===== src/rtl/irq_arbiter_pkg.sv =====
// Shared constants for the machine-mode interrupt arbiter: mip bit positions, mcause codes,
// FSM state encoding and a helper that builds an interrupt mcause value.
package irq_arbiter_pkg;

  localparam int unsigned XLEN = 32;

  localparam int unsigned MEI_BIT = 11;
  localparam int unsigned MTI_BIT = 7;
  localparam int unsigned MSI_BIT = 3;

  localparam logic [3:0] CAUSE_MEI = 4'd11;
  localparam logic [3:0] CAUSE_MTI = 4'd7;
  localparam logic [3:0] CAUSE_MSI = 4'd3;

  localparam int unsigned CAUSE_INT_MSB = XLEN - 1;

  typedef enum logic [1:0] {
    StIdle = 2'd0,
    StReq  = 2'd1,
    StHold = 2'd2
  } arb_state_e;

  function automatic logic [XLEN-1:0] mk_cause(input logic [3:0] code);
    logic [XLEN-1:0] c;
    c                = '0;
    c[CAUSE_INT_MSB] = 1'b1;
    c[3:0]           = code;
    return c;
  endfunction

endpackage


===== src/rtl/irq_arbiter_if.sv =====
// Trap/CSR-side bundle of the interrupt arbiter. The arbiter uses the master modport and the
// trap unit the slave modport.
interface irq_arbiter_if;
  import irq_arbiter_pkg::*;

  logic            irq_req;
  logic            irq_ack;
  logic [XLEN-1:0] irq_cause;
  logic [XLEN-1:0] mie;
  logic            mstatus_mie;
  logic [XLEN-1:0] mip;
  logic            wfi_wake;

  modport master (
    output irq_req, irq_cause, mip, wfi_wake,
    input  irq_ack, mie, mstatus_mie
  );

  modport slave (
    input  irq_req, irq_cause, mip, wfi_wake,
    output irq_ack, mie, mstatus_mie
  );

endinterface


===== src/rtl/irq_arbiter_sync_ff.sv =====
// N-stage flop synchronizer for a single asynchronous level, cleared by an async active-high
// reset.
module irq_arbiter_sync_ff #(
  parameter int unsigned Stages = 2
) (
  input  logic clk_i,
  input  logic rst_i,
  input  logic d_i,
  output logic q_o
);

  logic [Stages-1:0] sync_q;

  always_ff @(posedge clk_i or posedge rst_i) begin
    if (rst_i) begin
      sync_q <= '0;
    end else begin
      sync_q <= {sync_q[Stages-2:0], d_i};
    end
  end

  assign q_o = sync_q[Stages-1];

endmodule


===== src/rtl/irq_arbiter.sv =====
// Machine-mode interrupt arbiter: builds the mip image, gates it with mie/mstatus.MIE, picks one
// cause (MEI > MSI > MTI) and hands it to the trap unit over a req/ack handshake.
module irq_arbiter
  import irq_arbiter_pkg::*;
#(
  parameter int unsigned SYNC_STAGES = 2,
  parameter int unsigned HOLD_CYCLES = 1
) (
  input  logic          i_clk,
  input  logic          i_rst,
  input  logic          i_tip,
  input  logic          i_sip,
  input  logic          i_eip,
  irq_arbiter_if.master bus
);

  localparam logic [2:0] HoldLoad = 3'(HOLD_CYCLES);

  logic            p_mti_q;
  logic            p_msi_q;
  logic            p_mei;
  logic            wake_q;
  logic [XLEN-1:0] mip;
  logic [XLEN-1:0] en;
  logic [XLEN-1:0] sel_cause;
  logic [XLEN-1:0] cause_q, cause_d;
  logic [2:0]      hold_q, hold_d;
  logic            frozen_en;
  arb_state_e      state_q, state_d;

  irq_arbiter_sync_ff #(
    .Stages(SYNC_STAGES)
  ) u_eip_sync (
    .clk_i(i_clk),
    .rst_i(i_rst),
    .d_i  (i_eip),
    .q_o  (p_mei)
  );

  always_comb begin
    mip          = '0;
    mip[MEI_BIT] = p_mei;
    mip[MTI_BIT] = p_mti_q;
    mip[MSI_BIT] = p_msi_q;
  end

  assign en = mip & bus.mie;

  always_comb begin
    sel_cause = '0;
    if (en[MEI_BIT]) begin
      sel_cause = mk_cause(CAUSE_MEI);
    end else if (en[MSI_BIT]) begin
      sel_cause = mk_cause(CAUSE_MSI);
    end else if (en[MTI_BIT]) begin
      sel_cause = mk_cause(CAUSE_MTI);
    end
  end

  // Is the cause latched on entry to REQ still pending and enabled?
  always_comb begin
    frozen_en = 1'b0;
    case (cause_q[3:0])
      CAUSE_MEI: frozen_en = en[MEI_BIT];
      CAUSE_MSI: frozen_en = en[MSI_BIT];
      CAUSE_MTI: frozen_en = en[MTI_BIT];
      default:   frozen_en = 1'b0;
    endcase
  end

  always_comb begin
    state_d = state_q;
    cause_d = cause_q;
    hold_d  = hold_q;
    unique case (state_q)
      StIdle: begin
        if ((|en) && bus.mstatus_mie) begin
          state_d = StReq;
          cause_d = sel_cause;
        end
      end
      StReq: begin
        // Ack beats a simultaneous withdraw: the trap unit has already committed.
        if (bus.irq_ack) begin
          state_d = StHold;
          hold_d  = HoldLoad;
        end else if (!frozen_en || !bus.mstatus_mie) begin
          state_d = StIdle;
        end
      end
      StHold: begin
        hold_d = hold_q - 3'd1;
        if (hold_q <= 3'd1) begin
          state_d = StIdle;
        end
      end
      default: state_d = StIdle;
    endcase
  end

  always_ff @(posedge i_clk or posedge i_rst) begin
    if (i_rst) begin
      state_q <= StIdle;
      cause_q <= '0;
      hold_q  <= '0;
      p_mti_q <= 1'b0;
      p_msi_q <= 1'b0;
      wake_q  <= 1'b0;
    end else begin
      state_q <= state_d;
      cause_q <= cause_d;
      hold_q  <= hold_d;
      p_mti_q <= i_tip;
      p_msi_q <= i_sip;
      wake_q  <= |en;
    end
  end

  assign bus.irq_req   = (state_q == StReq);
  assign bus.irq_cause = cause_q;
  assign bus.mip       = mip;
  assign bus.wfi_wake  = wake_q;

endmodule


===== src/flat_wrapper.sv =====
// flat-port wrapper written by rule: the top's interface ports become plain ports
module irq_arbiter_flat import irq_arbiter_pkg::*;
#(
  parameter int unsigned SYNC_STAGES = 2,
  parameter int unsigned HOLD_CYCLES = 1
)
  (i_clk, i_rst, i_tip, i_sip, i_eip, bus_irq_req, bus_irq_cause, bus_mip, bus_wfi_wake, bus_irq_ack, bus_mie, bus_mstatus_mie);
  irq_arbiter_if bus_i ();
  input  logic i_clk;
  input  logic i_rst;
  input  logic i_tip;
  input  logic i_sip;
  input  logic i_eip;
  output wire logic [$bits(bus_i.irq_req)-1:0] bus_irq_req;
  output wire logic [$bits(bus_i.irq_cause)-1:0] bus_irq_cause;
  output wire logic [$bits(bus_i.mip)-1:0] bus_mip;
  output wire logic [$bits(bus_i.wfi_wake)-1:0] bus_wfi_wake;
  input wire logic [$bits(bus_i.irq_ack)-1:0] bus_irq_ack;
  input wire logic [$bits(bus_i.mie)-1:0] bus_mie;
  input wire logic [$bits(bus_i.mstatus_mie)-1:0] bus_mstatus_mie;
  assign bus_irq_req = bus_i.irq_req;
  assign bus_irq_cause = bus_i.irq_cause;
  assign bus_mip = bus_i.mip;
  assign bus_wfi_wake = bus_i.wfi_wake;
  assign bus_i.irq_ack = bus_irq_ack;
  assign bus_i.mie = bus_mie;
  assign bus_i.mstatus_mie = bus_mstatus_mie;
  irq_arbiter #(.SYNC_STAGES(SYNC_STAGES), .HOLD_CYCLES(HOLD_CYCLES)) u_core (.i_clk(i_clk), .i_rst(i_rst), .i_tip(i_tip), .i_sip(i_sip), .i_eip(i_eip), .bus(bus_i));
endmodule

===== config.mk =====
export PLATFORM = sky130hd
export DESIGN_NAME = irq_arbiter_flat
export DESIGN_NICKNAME = d
export VERILOG_FILES = /design/src/rtl/irq_arbiter_pkg.sv /design/src/rtl/irq_arbiter_if.sv /design/src/rtl/irq_arbiter_sync_ff.sv /design/src/rtl/irq_arbiter.sv /design/src/flat_wrapper.sv
export SDC_FILE = /design/constraint.sdc
export NUM_CORES = 1
export LEC_CHECK = 0
export BUFFER_PORTS_ARGS = -buffer_cell sky130_fd_sc_hd__buf_2
export CAP_MARGIN = 20
export CORE_MARGIN = 3
export CORE_UTILIZATION = 25
export CTS_BUF_LIST = sky130_fd_sc_hd__clkbuf_16
export DETAILED_ROUTE_END_ITERATION = 8
export GPL_TIMING_DRIVEN = 0
export PLACE_DENSITY = 0.59
export SLEW_MARGIN = 20
export SYNTH_ARGS = -nofsm -noshare
export SYNTH_HDL_FRONTEND = slang
export SYNTH_SLANG_ARGS = --single-unit

===== constraint.sdc =====
create_clock -name i_clk -period 1.3 [get_ports i_clk]
set_input_delay 0.26 -clock i_clk [delete_from_list [all_inputs] [get_ports i_clk]]
set_output_delay 0.26 -clock i_clk [all_outputs]
set_load 0.02 [all_outputs]

# Word level (Yosys, flattened, before mapping)
# Cells that the tools add are included.
[classes]
addsub = 1
mul = 0
div_mod_pow = 0
order_cmp = 1
eq_ne = 9
shifts = 0
n_mux = 11
n_bitwise = 1
n_reduce_logical = 10
[ops]
columns = ["cell", "count"]
rows = [
  ["two-way mux 32 bit", 3],
  ["bitwise AND 12 x 32 -> 32 bit", 1],
  ["OR reduction 32 bit", 1],
  ["two-way mux 2 bit", 4],
  ["inequality test 2 x 1 -> 1 bit, second input constant", 3],
  ["case mux 2 bit (3 select lines)", 1],
  ["case mux 3 bit (2 select lines)", 1],
  ["== test 4 x 2 -> 1 bit, second input constant", 1],
  ["== test 4 x 3 -> 1 bit, second input constant", 1],
  ["== test 4 bit, second input constant", 1],
  ["AND reduction 2 bit", 2],
  ["less-or-equal comparator 3 x 1 -> 1 bit, second input constant", 1],
  ["two-way mux 3 bit", 1],
  ["inequality test 3 x 1 -> 1 bit, second input constant", 1],
  ["case mux 1 bit (3 select lines)", 1],
  ["AND reduction 3 bit", 1],
  ["subtractor 3 x 1 -> 3 bit, second input constant", 1],
  ["== test 2 x 1 -> 1 bit, second input constant", 1],
  ["== test 2 bit, second input constant", 1],
  ["zero test 1 bit", 2],
  ["zero test 2 bit", 1],
  ["nonzero test 2 bit", 1],
  ["logical AND 1 bit", 1],
  ["logical OR 1 bit", 1],
]
[totals]
register_bits = 42
latchBits = 0
mem_bits_rw = 0
romBits = 0
output_inout_bits = 66
memories = 0

# Logic depth before layout (Yosys ltp)
[depth]
depth_word = 7
ltp_mapped = 5

# Hierarchy
# From an unflattened synthesis, not the netlist that was laid out.
[hier_totals]
cells_unflattened = 117
hier_area_um2 = 1043.5
[by_module_without_submodules]
columns = ["mod", "n_inst", "cells_each", "area_per_inst_um2"]
rows = [
  ["irq_arbiter", 1, 114, 989.7],
  ["irq_arbiter_sync_ff", 1, 3, 53.8],
]

# Worst setup path before layout
# OpenSTA, ideal clock, no wires.
[synth_timing]
path_kind = "register to register"
start = "register u_core.hold_q[0]"
end = "register u_core.hold_q[2]"
arrival_ps = 1003
t_required_ps = 1206
setup_slack_ps = 203
path_stages_with_launch = 5
path_buffers = 0
synth_period_minus_slack_ps = 1097
path_cell_list = "dfrtp_1 -> inv_1 -> ha_1 -> and4b_2 -> a211oi_1"
[synth_between]
elab_chain_len = 2
[synth_lines]
columns = ["element", "line_no", "text"]
rows = [
  ["start, declared", "irq_arbiter.sv:27", "logic [2:0] hold_q, hold_d;"],
  ["start signal, assigned", "irq_arbiter.sv:112", "hold_q <= hold_d;"],
  ["subtractor 3 x 1 -> 3 bit", "irq_arbiter.sv:92", "hold_d = hold_q - 3'd1;"],
  ["case mux 3 bit (2 select lines)", "irq_arbiter.sv:75", "unique case (state_q)"],
]
# No other way between the ends.
# A chain may end at the register's enable or synchronous reset.

# Worst setup path after layout
[layout_timing]
start = "register u_core.state_q[1]"
end = "output port bus_irq_req"
[layout_between]
elab_chain_len = 1
[layout_lines]
columns = ["element", "line_no", "text"]
rows = [
  ["start, declared", "irq_arbiter.sv:29", "arb_state_e state_q, state_d;"],
  ["start signal, assigned", "irq_arbiter.sv:103", "state_q <= StIdle;"],
  ["start signal, assigned", "irq_arbiter.sv:110", "state_q <= state_d;"],
  ["== test 2 x 1 -> 1 bit", "irq_arbiter.sv:119", "assign bus.irq_req = (state_q == StReq);"],
  ["end, declared", "flat_wrapper.sv:14", "output wire logic [$bits(bus_i.irq_req)-1:0] bus_irq_req;"],
]
# No other way between the ends.

==> impl_results.md <==
- Status: complete, no violations
- FFs w/ async S/R, synth: 100%
- Final period util: 94.9%
- Critical Path RT: 1.04 ns
- Die Y: 71.4 µm
- Crit path time final: 1.23 ns
- DRT Pass-1 Iters: 2
- WL met1: 687 µm
- PortBufs: 19
- Setup TNS: 0 ns
- Number of global-route vias before repair: 619
- Antenna diodes: 0
- Critical path launch point type: register
- Ys flop type: dfrtp_1
- Slew Limit Fails: 0
- CP cell instances: and2b_2 > buf_6
- H-tree depth: 1
- Top-area cell type share of the netlist area: 43.5%
- Reg2Reg Setup Slack: 0.12 ns
- Via count: 770
- VDD IR max: 0.000804 V
- First-pass GRT wire length: 2730 µm
- Multi-input logic area: 487 µm²
- CTS Hold Bufs: 0
- Die area: 0.00510 mm²
- Remaining antenna violation count: 0
- Seq pwr share: 28.7%
- Power Dens Cells: 1380 mW/mm²
- Average cell area after synthesis: 9.14 µm²
- Comb pwr share: 44.9%
- Final Hold Fails: 0
- Min-delay worst type: input port to async pin
- CTS max path bufs: 2
- Met3 routed WL: 256 µm
- RSZ-0062 raised after global routing: no
- Synth Cell Area: 0.00107 mm²
- Total length of routed wires: 1940 µm
- Highest clock rate: 810 MHz
- Post-synth EDFFs: 0
- Sw Pwr: 782 µW
- CTS tree: done
- Worst r2r path cells: 4
- Top sig layer: met3
- Root Buffer: clkbuf_16
- Top post-synthesis cells by count: buf_4, dfrtp_1, nand2_1
- Fillers: 434
- Met2 wire length: 994 µm
- Switching part of the total: 36.5%
- Placeable Area: 0.00406 mm²
- Final instance count without filler cells: 247
- CTS sink cnt: 13
- Leakage power: 0.920 nW
- Data arrival, critical path: 0.97 ns
- Post-synthesis sequential area ratio: 30.4%
- Category of the most critical setup path: register to output port
- Area leader, netlist: buf_4
- Die W: 71.4 µm
- Tot GR Track Use: 6.77%
- Most numerous cell in the Yosys netlist: buf_4
- Worst Path Max Fanout: 3
- Clock share of power: 26.3%
- Starting density of the core: 26.4%
- Reg area: 327 µm²
- Fraction of layout cells with a size suffix above 1: 48.7%
- CTS clk-pin slew, worst paths: 0.04 ns
- Largest net degree at the start of global routing: 14
- Detailed Route Iter0 Violations: 17
- Measured slew at the worst slew-check pin: 0.522 ns
- Post-Synthesis Cells: 117
- Synthesis-to-layout area growth: 45.0%
- Initial antenna violation count: 0
- Placer Congestion: 0.730
- CP Capture Type: output port
- Clk Latency, worst-skew pair: 0.24 ns
- Final nets: 239
- Setup-failing EPs final: 0
- Top-Level Pins: 105
- Area contributors post-synth: buf_4, dfrtp_1, nand2_1, ha_1, a221oi_2
- Post-synthesis register bit count: 13
- DRC: 0
- Worst path slowest cell: dfrtp_2
- Yosys cell types: 28
- Hpwl dp: 1540 µm
- Placed cells: 241
- Wirelength per Cell: 7.84 µm
- Max cap viols: 0
- Row Count: 23
- Via-to-Cell Ratio: 3.12
- Fin Clk Skew: 0.00100 ns
- CP peak stage delay: 0.41 ns
- Synthesis Warnings: 0
- Int Pwr: 1.36 mW
- CTS buffer count: 3
- Relative slew slack: 65.1%
- Gr ovfl total: 0
[what timing repair did]
item	CTS	global route
pin swaps	0	1
resized for setup	4	2
setup endpoints to repair	1	3
buffers inserted	3	0
[metrics by stage]
stage / power [mW] / cell area [µm²] / hold slack (ns) / worst slack, ns / util [%]
after floorplan: 1.32 / 1280 / 0.137 / 0.203 / -
after global placement: 1.46 / 1430 / 0.310 / 0.102 / 35.3
after detailed placement: 1.49 / 1430 / 0.324 / 0.117 / 35.3
after CTS: 2.14 / 1550 / 0.0684 / 0.00364 / 38.1
after global routing: 2.30 / 1550 / 0.0911 / 0.0360 / 38.2
final: 2.14 / 1550 / 0.0503 / 0.0661 / 38.2
[power groups by stage]
| stage | clock network, mW | logic, mW | registers (mW) |
|---|---|---|---|
| finish | 0.564 | 0.963 | 0.616 |
| floorplan | 0 | 0.671 | 0.651 |
| detailed placement | 0 | 0.853 | 0.635 |
| global placement | 0 | 0.833 | 0.629 |
| global route | 0.611 | 1.05 | 0.634 |
| CTS | 0.583 | 0.945 | 0.615 |
[logic make-up after synthesis]
logic type / after synthesis / synth area share, %
adder cells (fa/ha/maj): 2 / 2.34
XOR/XNOR: 1 / 0.819
AO/OA/AOI/OAI: 12 / 8.89
AND/OR/NAND/NOR: 22 / 12.3
flip-flops: 13 / 30.4
buffers and inverters: 66 / 44.9
other: 1 / 0.351
[registers in the layout (all words and copies together) (netlist names)]
signal and count:
u_core.u_eip_sync.sync_q 2, u_core.hold_q 3, u_core.bus.wfi_wake 1, u_core.p_mti_q 1, u_core.bus.irq_cause 3, u_core.state_q 2, u_core.p_msi_q 1
[worst max-delay path: cells and delay by family, from the launching register on]
family	cells	cell delay, ns
flip-flops	1	0.41
AND/OR/NAND/NOR	1	0.22
buffers and inverters	1	0.11
[cell type report]
| cell class | instances | share of cell area, % |
|---|---|---|
| clock inverter | 1 | 0.242 |
| timing repair buffer | 22 | 7.98 |
| inverter | 4 | 0.968 |
| multi-input combinational | 93 | 31.4 |
| sequential | 13 | 21.0 |
| buffer | 61 | 29.5 |
| clock buffer | 3 | 4.84 |
| tap | 50 | 4.03 |
[per-layer routing]
metal | vias to the layer above | GRT usage (%)
met5 | - | 0
met4 | 0 | 1.25
met3 | 0 | 3.65
met2 | 39 | 12.0
met1 | 314 | 7.09
li1 | 417 | -
[path summary, 6_finish.rpt]
kind,start,to
worst min register to register,u_core.u_eip_sync.sync_q[0]$_DFF_PP0_,u_core.u_eip_sync.sync_q[1]$_DFF_PP0_
worst max-delay path,u_core.state_q[1]$_DFFE_PP0P_,bus_irq_req
worst min-delay path,i_rst,u_core.p_msi_q$_DFF_PP0_
worst max register to register,u_core.state_q[0]$_DFFE_PP0P_,u_core.bus.irq_cause[2]$_DFFE_PP0P_
max in group asynchronous,i_rst,u_core.state_q[1]$_DFFE_PP0P_
min in group i_clk,i_eip,u_core.u_eip_sync.sync_q[0]$_DFF_PP0_
[cell usage in the layout (no fill, tap or decap), types with 2 or more instances in the layout]
cell type	n
buf_4	64
buf_2	18
ha_1	2
o21ai_0	2
conb_1	56
clkbuf_16	3
dfrtp_1	12
nand3_1	2
inv_1	5
nand2_1	9
a21oi_1	2
nor2_1	2
Note: power is estimated with default switching activity, not from simulation.
